===== src/rtl/board_io_if.sv =====
// board_io_if: pin and GPIO bundle between FPGA pins, SoC core and board_io_ctrl
interface board_io_if #(
  parameter int N_BTN = 1,
  parameter int N_SW  = 16,
  parameter int N_LED = 16,
  parameter int PWM_W = 8
);
  logic             pll_locked_i;
  logic [N_BTN-1:0] btn_i;
  logic [N_SW-1:0]  sw_i;
  logic [N_BTN-1:0] btn_o;
  logic [N_BTN-1:0] btn_rise_o;
  logic [N_SW-1:0]  sw_o;
  logic [N_LED-1:0] led_i;
  logic [1:0]       led_mode_i;
  logic [PWM_W-1:0] pwm_duty_i;
  logic [N_LED-1:0] led_o;
  logic             core_rst_o;
  modport slave (
    input  pll_locked_i, btn_i, sw_i, led_i, led_mode_i, pwm_duty_i,
    output btn_o, btn_rise_o, sw_o, led_o, core_rst_o
  );
  modport master (
    output pll_locked_i, btn_i, sw_i, led_i, led_mode_i, pwm_duty_i,
    input  btn_o, btn_rise_o, sw_o, led_o, core_rst_o
  );
endinterface


===== src/rtl/board_io_ctrl.sv =====
// board_io_ctrl: PLL-lock reset sequencer, button/switch debounce and LED mode driver
module board_io_ctrl #(
  parameter int N_BTN      = 1,
  parameter int N_SW       = 16,
  parameter int N_LED      = 16,
  parameter int DEB_CYCLES = 50000,
  parameter int RST_HOLD   = 1024,
  parameter int PWM_W      = 8,
  parameter int BLINK_DIV  = 24
) (
  input logic       clk_i,
  input logic       rst_i,
  board_io_if.slave io
);
  localparam int N_CH = N_BTN + N_SW;
  localparam int CW   = $clog2(DEB_CYCLES + 1);
  localparam int HW   = $clog2(RST_HOLD + 1);
  typedef enum logic [1:0] {WAIT_LOCK, HOLD, RUN} state_t;
  state_t               state, state_nx;
  logic                 lock_m, lock_s, core_rst;
  logic [HW-1:0]        hold_cnt;
  logic [N_CH-1:0]      raw_m, raw_s, stable, accept;
  logic [N_BTN-1:0]     btn_rise;
  logic [PWM_W-1:0]     pwm_cnt;
  logic [BLINK_DIV-1:0] presc;
  logic [N_LED-1:0]     led_q, led_nx;
  always_ff @(posedge clk_i) begin
    if (rst_i) begin
      lock_m   <= 1'b0;
      lock_s   <= 1'b0;
      state    <= WAIT_LOCK;
      hold_cnt <= '0;
      core_rst <= 1'b1;
    end else begin
      lock_m   <= io.pll_locked_i;
      lock_s   <= lock_m;
      state    <= state_nx;
      hold_cnt <= state == HOLD ? hold_cnt + HW'(1) : '0;
      core_rst <= state_nx != RUN;
    end
  end
  // lock loss wins over the terminal count
  always_comb begin
    state_nx = state;
    if (!lock_s) state_nx = WAIT_LOCK;
    else if (state == WAIT_LOCK) state_nx = HOLD;
    else if (state == HOLD && hold_cnt == HW'(RST_HOLD - 1)) state_nx = RUN;
  end
  always_ff @(posedge clk_i) begin
    if (rst_i) begin
      raw_m    <= '0;
      raw_s    <= '0;
      stable   <= '0;
      btn_rise <= '0;
    end else begin
      raw_m    <= {io.sw_i, io.btn_i};
      raw_s    <= raw_m;
      stable   <= stable ^ accept;
      btn_rise <= accept[N_BTN-1:0] & raw_s[N_BTN-1:0];
    end
  end
  for (genvar i = 0; i < N_CH; i++) begin : g_deb
    logic [CW-1:0] cnt;
    assign accept[i] = raw_s[i] != stable[i] && cnt == CW'(DEB_CYCLES - 1);
    always_ff @(posedge clk_i)
      if (rst_i || raw_s[i] == stable[i] || accept[i]) cnt <= '0;
      else cnt <= cnt + CW'(1);
  end
  always_comb begin
    led_nx = core_rst                 ? '0 :
             io.led_mode_i == 2'b00   ? io.led_i :
             io.led_mode_i == 2'b01   ? io.led_i & {N_LED{pwm_cnt < io.pwm_duty_i}} :
             io.led_mode_i == 2'b10   ? io.led_i & {N_LED{presc[BLINK_DIV-1]}} : '0;
  end
  always_ff @(posedge clk_i) begin
    if (rst_i) begin
      pwm_cnt <= '0;
      presc   <= '0;
      led_q   <= '0;
    end else begin
      pwm_cnt <= pwm_cnt + PWM_W'(1);
      presc   <= presc + BLINK_DIV'(1);
      led_q   <= led_nx;
    end
  end
  assign io.btn_o      = stable[N_BTN-1:0];
  assign io.sw_o       = stable[N_CH-1:N_BTN];
  assign io.btn_rise_o = btn_rise;
  assign io.led_o      = led_q;
  assign io.core_rst_o = core_rst;
endmodule

===== src/flat_wrapper.sv =====
// flat-port wrapper written by rule: the top's interface ports become plain ports
module board_io_ctrl_flat 
#(
  parameter int N_BTN      = 1,
  parameter int N_SW       = 16,
  parameter int N_LED      = 16,
  parameter int DEB_CYCLES = 50000,
  parameter int RST_HOLD   = 1024,
  parameter int PWM_W      = 8,
  parameter int BLINK_DIV  = 24
)
  (clk_i, rst_i, io_pll_locked_i, io_btn_i, io_sw_i, io_led_i, io_led_mode_i, io_pwm_duty_i, io_btn_o, io_btn_rise_o, io_sw_o, io_led_o, io_core_rst_o);
  board_io_if #(.N_BTN(N_BTN), .N_SW(N_SW), .N_LED(N_LED), .PWM_W(PWM_W)) io_i ();
  input logic clk_i;
  input logic rst_i;
  input wire logic [$bits(io_i.pll_locked_i)-1:0] io_pll_locked_i;
  input wire logic [$bits(io_i.btn_i)-1:0] io_btn_i;
  input wire logic [$bits(io_i.sw_i)-1:0] io_sw_i;
  input wire logic [$bits(io_i.led_i)-1:0] io_led_i;
  input wire logic [$bits(io_i.led_mode_i)-1:0] io_led_mode_i;
  input wire logic [$bits(io_i.pwm_duty_i)-1:0] io_pwm_duty_i;
  output wire logic [$bits(io_i.btn_o)-1:0] io_btn_o;
  output wire logic [$bits(io_i.btn_rise_o)-1:0] io_btn_rise_o;
  output wire logic [$bits(io_i.sw_o)-1:0] io_sw_o;
  output wire logic [$bits(io_i.led_o)-1:0] io_led_o;
  output wire logic [$bits(io_i.core_rst_o)-1:0] io_core_rst_o;
  assign io_i.pll_locked_i = io_pll_locked_i;
  assign io_i.btn_i = io_btn_i;
  assign io_i.sw_i = io_sw_i;
  assign io_i.led_i = io_led_i;
  assign io_i.led_mode_i = io_led_mode_i;
  assign io_i.pwm_duty_i = io_pwm_duty_i;
  assign io_btn_o = io_i.btn_o;
  assign io_btn_rise_o = io_i.btn_rise_o;
  assign io_sw_o = io_i.sw_o;
  assign io_led_o = io_i.led_o;
  assign io_core_rst_o = io_i.core_rst_o;
  board_io_ctrl #(.N_BTN(N_BTN), .N_SW(N_SW), .N_LED(N_LED), .DEB_CYCLES(DEB_CYCLES), .RST_HOLD(RST_HOLD), .PWM_W(PWM_W), .BLINK_DIV(BLINK_DIV)) u_core (.clk_i(clk_i), .rst_i(rst_i), .io(io_i));
endmodule

===== config.mk =====
export PLATFORM = sky130hd
export DESIGN_NAME = board_io_ctrl_flat
export DESIGN_NICKNAME = d
export VERILOG_FILES = /design/src/rtl/board_io_if.sv /design/src/rtl/board_io_ctrl.sv /design/src/flat_wrapper.sv
export SDC_FILE = /design/constraint.sdc
export NUM_CORES = 1
export LEC_CHECK = 0
export ABC_AREA = 1
export CAP_MARGIN = 20
export CORE_MARGIN = 1.5
export CORE_UTILIZATION = 40
export DETAILED_ROUTE_END_ITERATION = 8
export GPL_ROUTABILITY_DRIVEN = 0
export GPL_TIMING_DRIVEN = 0
export PLACE_DENSITY = 0.65
export SETUP_SLACK_MARGIN = 0.1
export SYNTH_ARGS = -nofsm -noshare
export SYNTH_HDL_FRONTEND = slang
export SYNTH_SLANG_ARGS = --single-unit

===== constraint.sdc =====
create_clock -name clk_i -period 3.75 [get_ports clk_i]
set_clock_uncertainty 0.05 [all_clocks]
set_input_delay 0.5625 -clock clk_i [delete_from_list [all_inputs] [get_ports clk_i]]
set_output_delay 0.5625 -clock clk_i [all_outputs]
set_load 0.1 [all_outputs]

**Word-level counts from Yosys, hierarchy flattened**

Cells that the tools add are included.
W data, S select, Z words.

- ROM bits: 0
- Latch bits: 0
- Bits in registers: 388
- Output and inout bits: 35
- Memory bits (writable): 0
- Word-level logic and storage cells: 173
- Memories kept: 0
- Bits of input ports: 46

- Shift operators: 0
- Multipliers: 0
- Add/sub/neg operators: 20
- Reductions and logical operators: 56
- Equal/unequal tests: 56
- Div/mod/pow operators: 0
- Bitwise gates (word level): 5
- $lt $le $gt $ge: 1
- Muxes and demuxes: 6

Operators by type and width:

| kind | number |
|---|---|
| $add A16 B1 Y16 const B | 17 |
| $eq A16 B16 Y1 const B | 17 |
| $mux W16 | 3 |
| $logic_or A1 B1 Y1 | 34 |
| $and A16 B16 Y16 | 2 |
| $add A24 B1 Y24 const B | 1 |
| $logic_and A1 B1 Y1 | 18 |
| $eq A1 B1 Y1 | 17 |
| $ne A1 B1 Y1 | 17 |
| $xor A17 B17 Y17 | 1 |
| $add A11 B1 Y11 const B | 1 |
| $eq A11 B10 Y1 const B | 1 |
| $add A8 B1 Y8 const B | 1 |
| $lt A8 B8 Y1 | 1 |
| $mux W2 | 3 |
| $eq A2 B1 Y1 const B | 2 |
| $logic_not A2 Y1 | 2 |
| $reduce_or A2 Y1 | 2 |
| $eq A2 B2 Y1 const B | 1 |
| $ne A2 B2 Y1 const B | 1 |
| $and A1 B1 Y1 | 1 |
| $not A1 Y1 | 1 |

**Logic depth before layout (Yosys ltp)**

- Word-level depth: 6
- Depth in mapped cells: 10
- Depth with buffers taken out: 9

**Worst setup path before layout**

OpenSTA, ideal clock, no wires.

- Path kind: register -> register
- Start: reg with a tool-made name
- End: reg u_core.g_deb[0].cnt[8]
- Slack: 1.909 ns
- Cell stages (with the launch flop): 7
- Clock period less this slack: 1.841 ns
- Data arrival time: 1.677 ns
- Required time: 3.585 ns
- Cells stage by stage: dfxtp_1 > inv_1 > o21ai_0 > a21oi_1 > nand2_2 > buf_12 > nor2_2

RTL lines:

| element | line | source |
|---|---|---|
| end signal, assigned | board_io_ctrl.sv:67 | `else cnt <= cnt + CW'(1);` |
| end, declared | board_io_ctrl.sv:63 | `logic [CW-1:0] cnt;` |

==> flow_summary.ini <==
[run_status]
status = finished, final reports clean

[sta]
setup_tns_ns = 0
min_period_ns = 2.84
slew_headroom_pct = 25.3
tightest_slew_ns = 1.12
setup_viol = 0
hold_viol = 0
rsz0062_at_grt = no
period_share_pct = 75.7
hold_slack_ns = 0.288
drv_slew = 0
max_freq_mhz = 352

[routing]
drt_iter0_markers = 835
wire_per_inst_um = 12.0
vias_per_cell = 4.87
routed_wl_um = 39500
drc = 0
first_pass_iters = 6
ant_nets = 0
route.vias.total = 16000

[critical_path]
required_ns = 3.14
end_kind = output pin
crit_arrival_ns = 2.23
critical_path_buf_inv_count = 1
crit_type = flop to output pin
start_kind = flop
crit_path_cell_trace = clkdlybuf4s50_1
r2r_cells = 8
cp_max_fo = 4
crit_slowest_cell = clkdlybuf4s50_1
r2r_start = u_core.pwm_cnt[6]$_SDFF_PP0_
r2r_end = u_core.io.led_o[9]$_SDFF_PP0_
critPathTopFamily = buffers and inverters
critPathMaxStageDelay_ns = 1.20
rrSetupSlack_ns = 1.93

[worst_hold_path]
min_to = u_core.io.btn_rise_o$_SDFF_PP0_
min-delay-start = rst_i
hold_depth = 4
hold_path_class = input port to flop

[die]
die-area_um2 = 46900
die_h_um = 217
fp.coreArea_um2 = 45200
row_count = 78
die_x_um = 217
initial_core_util_pct = 40.4
ios = 81

[cts]
clock_latency_ns = 0.57
htree_num_levels = 2
numClockSinks = 388
cts_resized = 0
clockBufferDepth = 3
clk_pin_slew_ns = 0.06
numCtsBuffers = 43
clockRootBuffer = clkbuf_16
cts_tree = yes
cts_hold_buf = 0
post_cts_buffers = 0

[pwr]
leakagePower_uw = 0.00689
peakVddDrop_mv = 0.328
p_per_area_nw_per_um2 = 404

[cells_and_area]
area_delta_synth_final_pct = 16.3
n_antenna_cell = 0
drive_gt1_share_pct = 10.1
fin_util_pct = 47.0
finalNetCount = 2723

[synthesis]
yosys-top-cells-area = dfxtp_1, nand2_1, nor2_1
syn_area_um2 = 18300
ys_types = 37
synth_top_area_share_pct = 42.5
synth_most_common_cell = nand2_1
synth-edff-count = 0
synthCells = 2526
syn-num-nets = 2599
synth_common_cells = nand2_1, nor2_1, dfxtp_1, inv_1, nand3_1
async_flop_share_pct = 0
yosysSeqAreaShare_pct = 42.5
avgSynthCellArea_um2 = 7.23
yosysWarnings = 0
synth_area_leader_cell = dfxtp_1
synth_seq_cells = 388
ys.flop_type = dfxtp_1

[global_routing]
grt_pass1_vias = 15100
grt_max_degree = 14
grt_pass1_wl_um = 67700
grt_usage_pct = 17.0
overflow = 0
antenna_found_initial = 0

[placement]
port_buffers = 79
dp_hpwl_um = 28900

[flow_run]
drv_cap = 0
through the flow:
stage	std cells	power [uW]	setup WS, ns	instance area [um2]
after floorplan	2526	4370	1.91	18300
after global placement	3205	4470	1.21	19800
after detailed placement	3205	4470	1.14	19800
after CTS	3281	8740	0.865	21200
after global routing	3281	8910	0.817	21200
final	3281	8580	0.911	21200
routing by layer:
layer | vias up | routed length [um] | GRT usage [%]
li1 | 8375 | - | -
met1 | 7259 | 18100 | 21.0
met2 | 276 | 18500 | 29.6
met3 | 53 | 2120 | 3.92
met4 | 0 | 734 | 4.65
met5 | - | 0 | 0
final cells by class:
cell class / instances / area (um2)
clock buffer: 61 / 1260
timing repair buffer: 79 / 791
multi-input combinational: 1742 / 8820
inverter: 364 / 1370
clock inverter: 15 / 163
tap: 600 / 751
fill: 4422 / 24000
sequential: 388 / 7770
buffer: 32 / 300
sequential cells by signal (all words and copies together), names as in the netlist, 2 cells and up, named ones only:
name and cells:
u_core.io.led_o 16, u_core.state 2, u_core.raw_m 17, u_core.hold_cnt 11
u_core.presc 24, u_core.g_deb.cnt 272, u_core.raw_s 17, u_core.pwm_cnt 8
placed cells by master (no fill, tap or decap), drive strengths merged:
cell type | synthesis | final
nand2 | 515 | 515
nor2 | 423 | 423
dfxtp | 388 | 388
inv | 364 | 365
a21oi | 213 | 213
nand3 | 178 | 178
nor3 | 120 | 120
nand4 | 113 | 113
clkdlybuf4s50 | 0 | 79
clkbuf | 4 | 65
o21ai | 53 | 53
xor2 | 46 | 46
buf | 28 | 28
ha | 27 | 27
xnor2 | 25 | 25
or2 | 17 | 17
clkinv | 0 | 12
nand3b | 5 | 5
o21a | 3 | 3
nor3b | 2 | 2
bufinv | 0 | 2
and3 | 1 | 1
o21bai | 1 | 1
worst max path at each step:
stage,from,end,cells past startpoint
2_1_floorplan,flop,u_core.g_deb[0].cnt[8]$_SDFF_PP0_,6
3_3_place_gp,io_pwm_duty_i[7],u_core.io.led_o[10]$_SDFF_PP0_,10
3_5_place_dp,io_pwm_duty_i[7],u_core.io.led_o[8]$_SDFF_PP0_,10
4_1_cts,flop,io_sw_o[1],1
5_1_grt,flop,io_sw_o[15],1
6_report,flop,io_sw_o[15],1
worst reg2reg max path: stages (launching register included):
cell,delay (ns)
dfxtp_1,0.39
ha_1,0.25
nand2_1,0.08
inv_1,0.05
and3_1,0.14
nor2_1,0.10
nand2_1,0.24
buf_2,0.29
a21oi_1,0.16
cell families after synthesis:
logic type / synth area share (%)
xor+xnor: 3.41
compound gates: 9.16
buf+inv: 9.14
simple gates: 33.9
flops: 42.5
fa+ha+maj: 1.85
power by group:
part / total [uW] / switching, uW / internal, uW
combinational: 204 / 118 / 86.6
clock: 4210 / 1710 / 2490
sequential: 4170 / 21.0 / 4150
No activity file was read; power rests on OpenSTA's default activity.
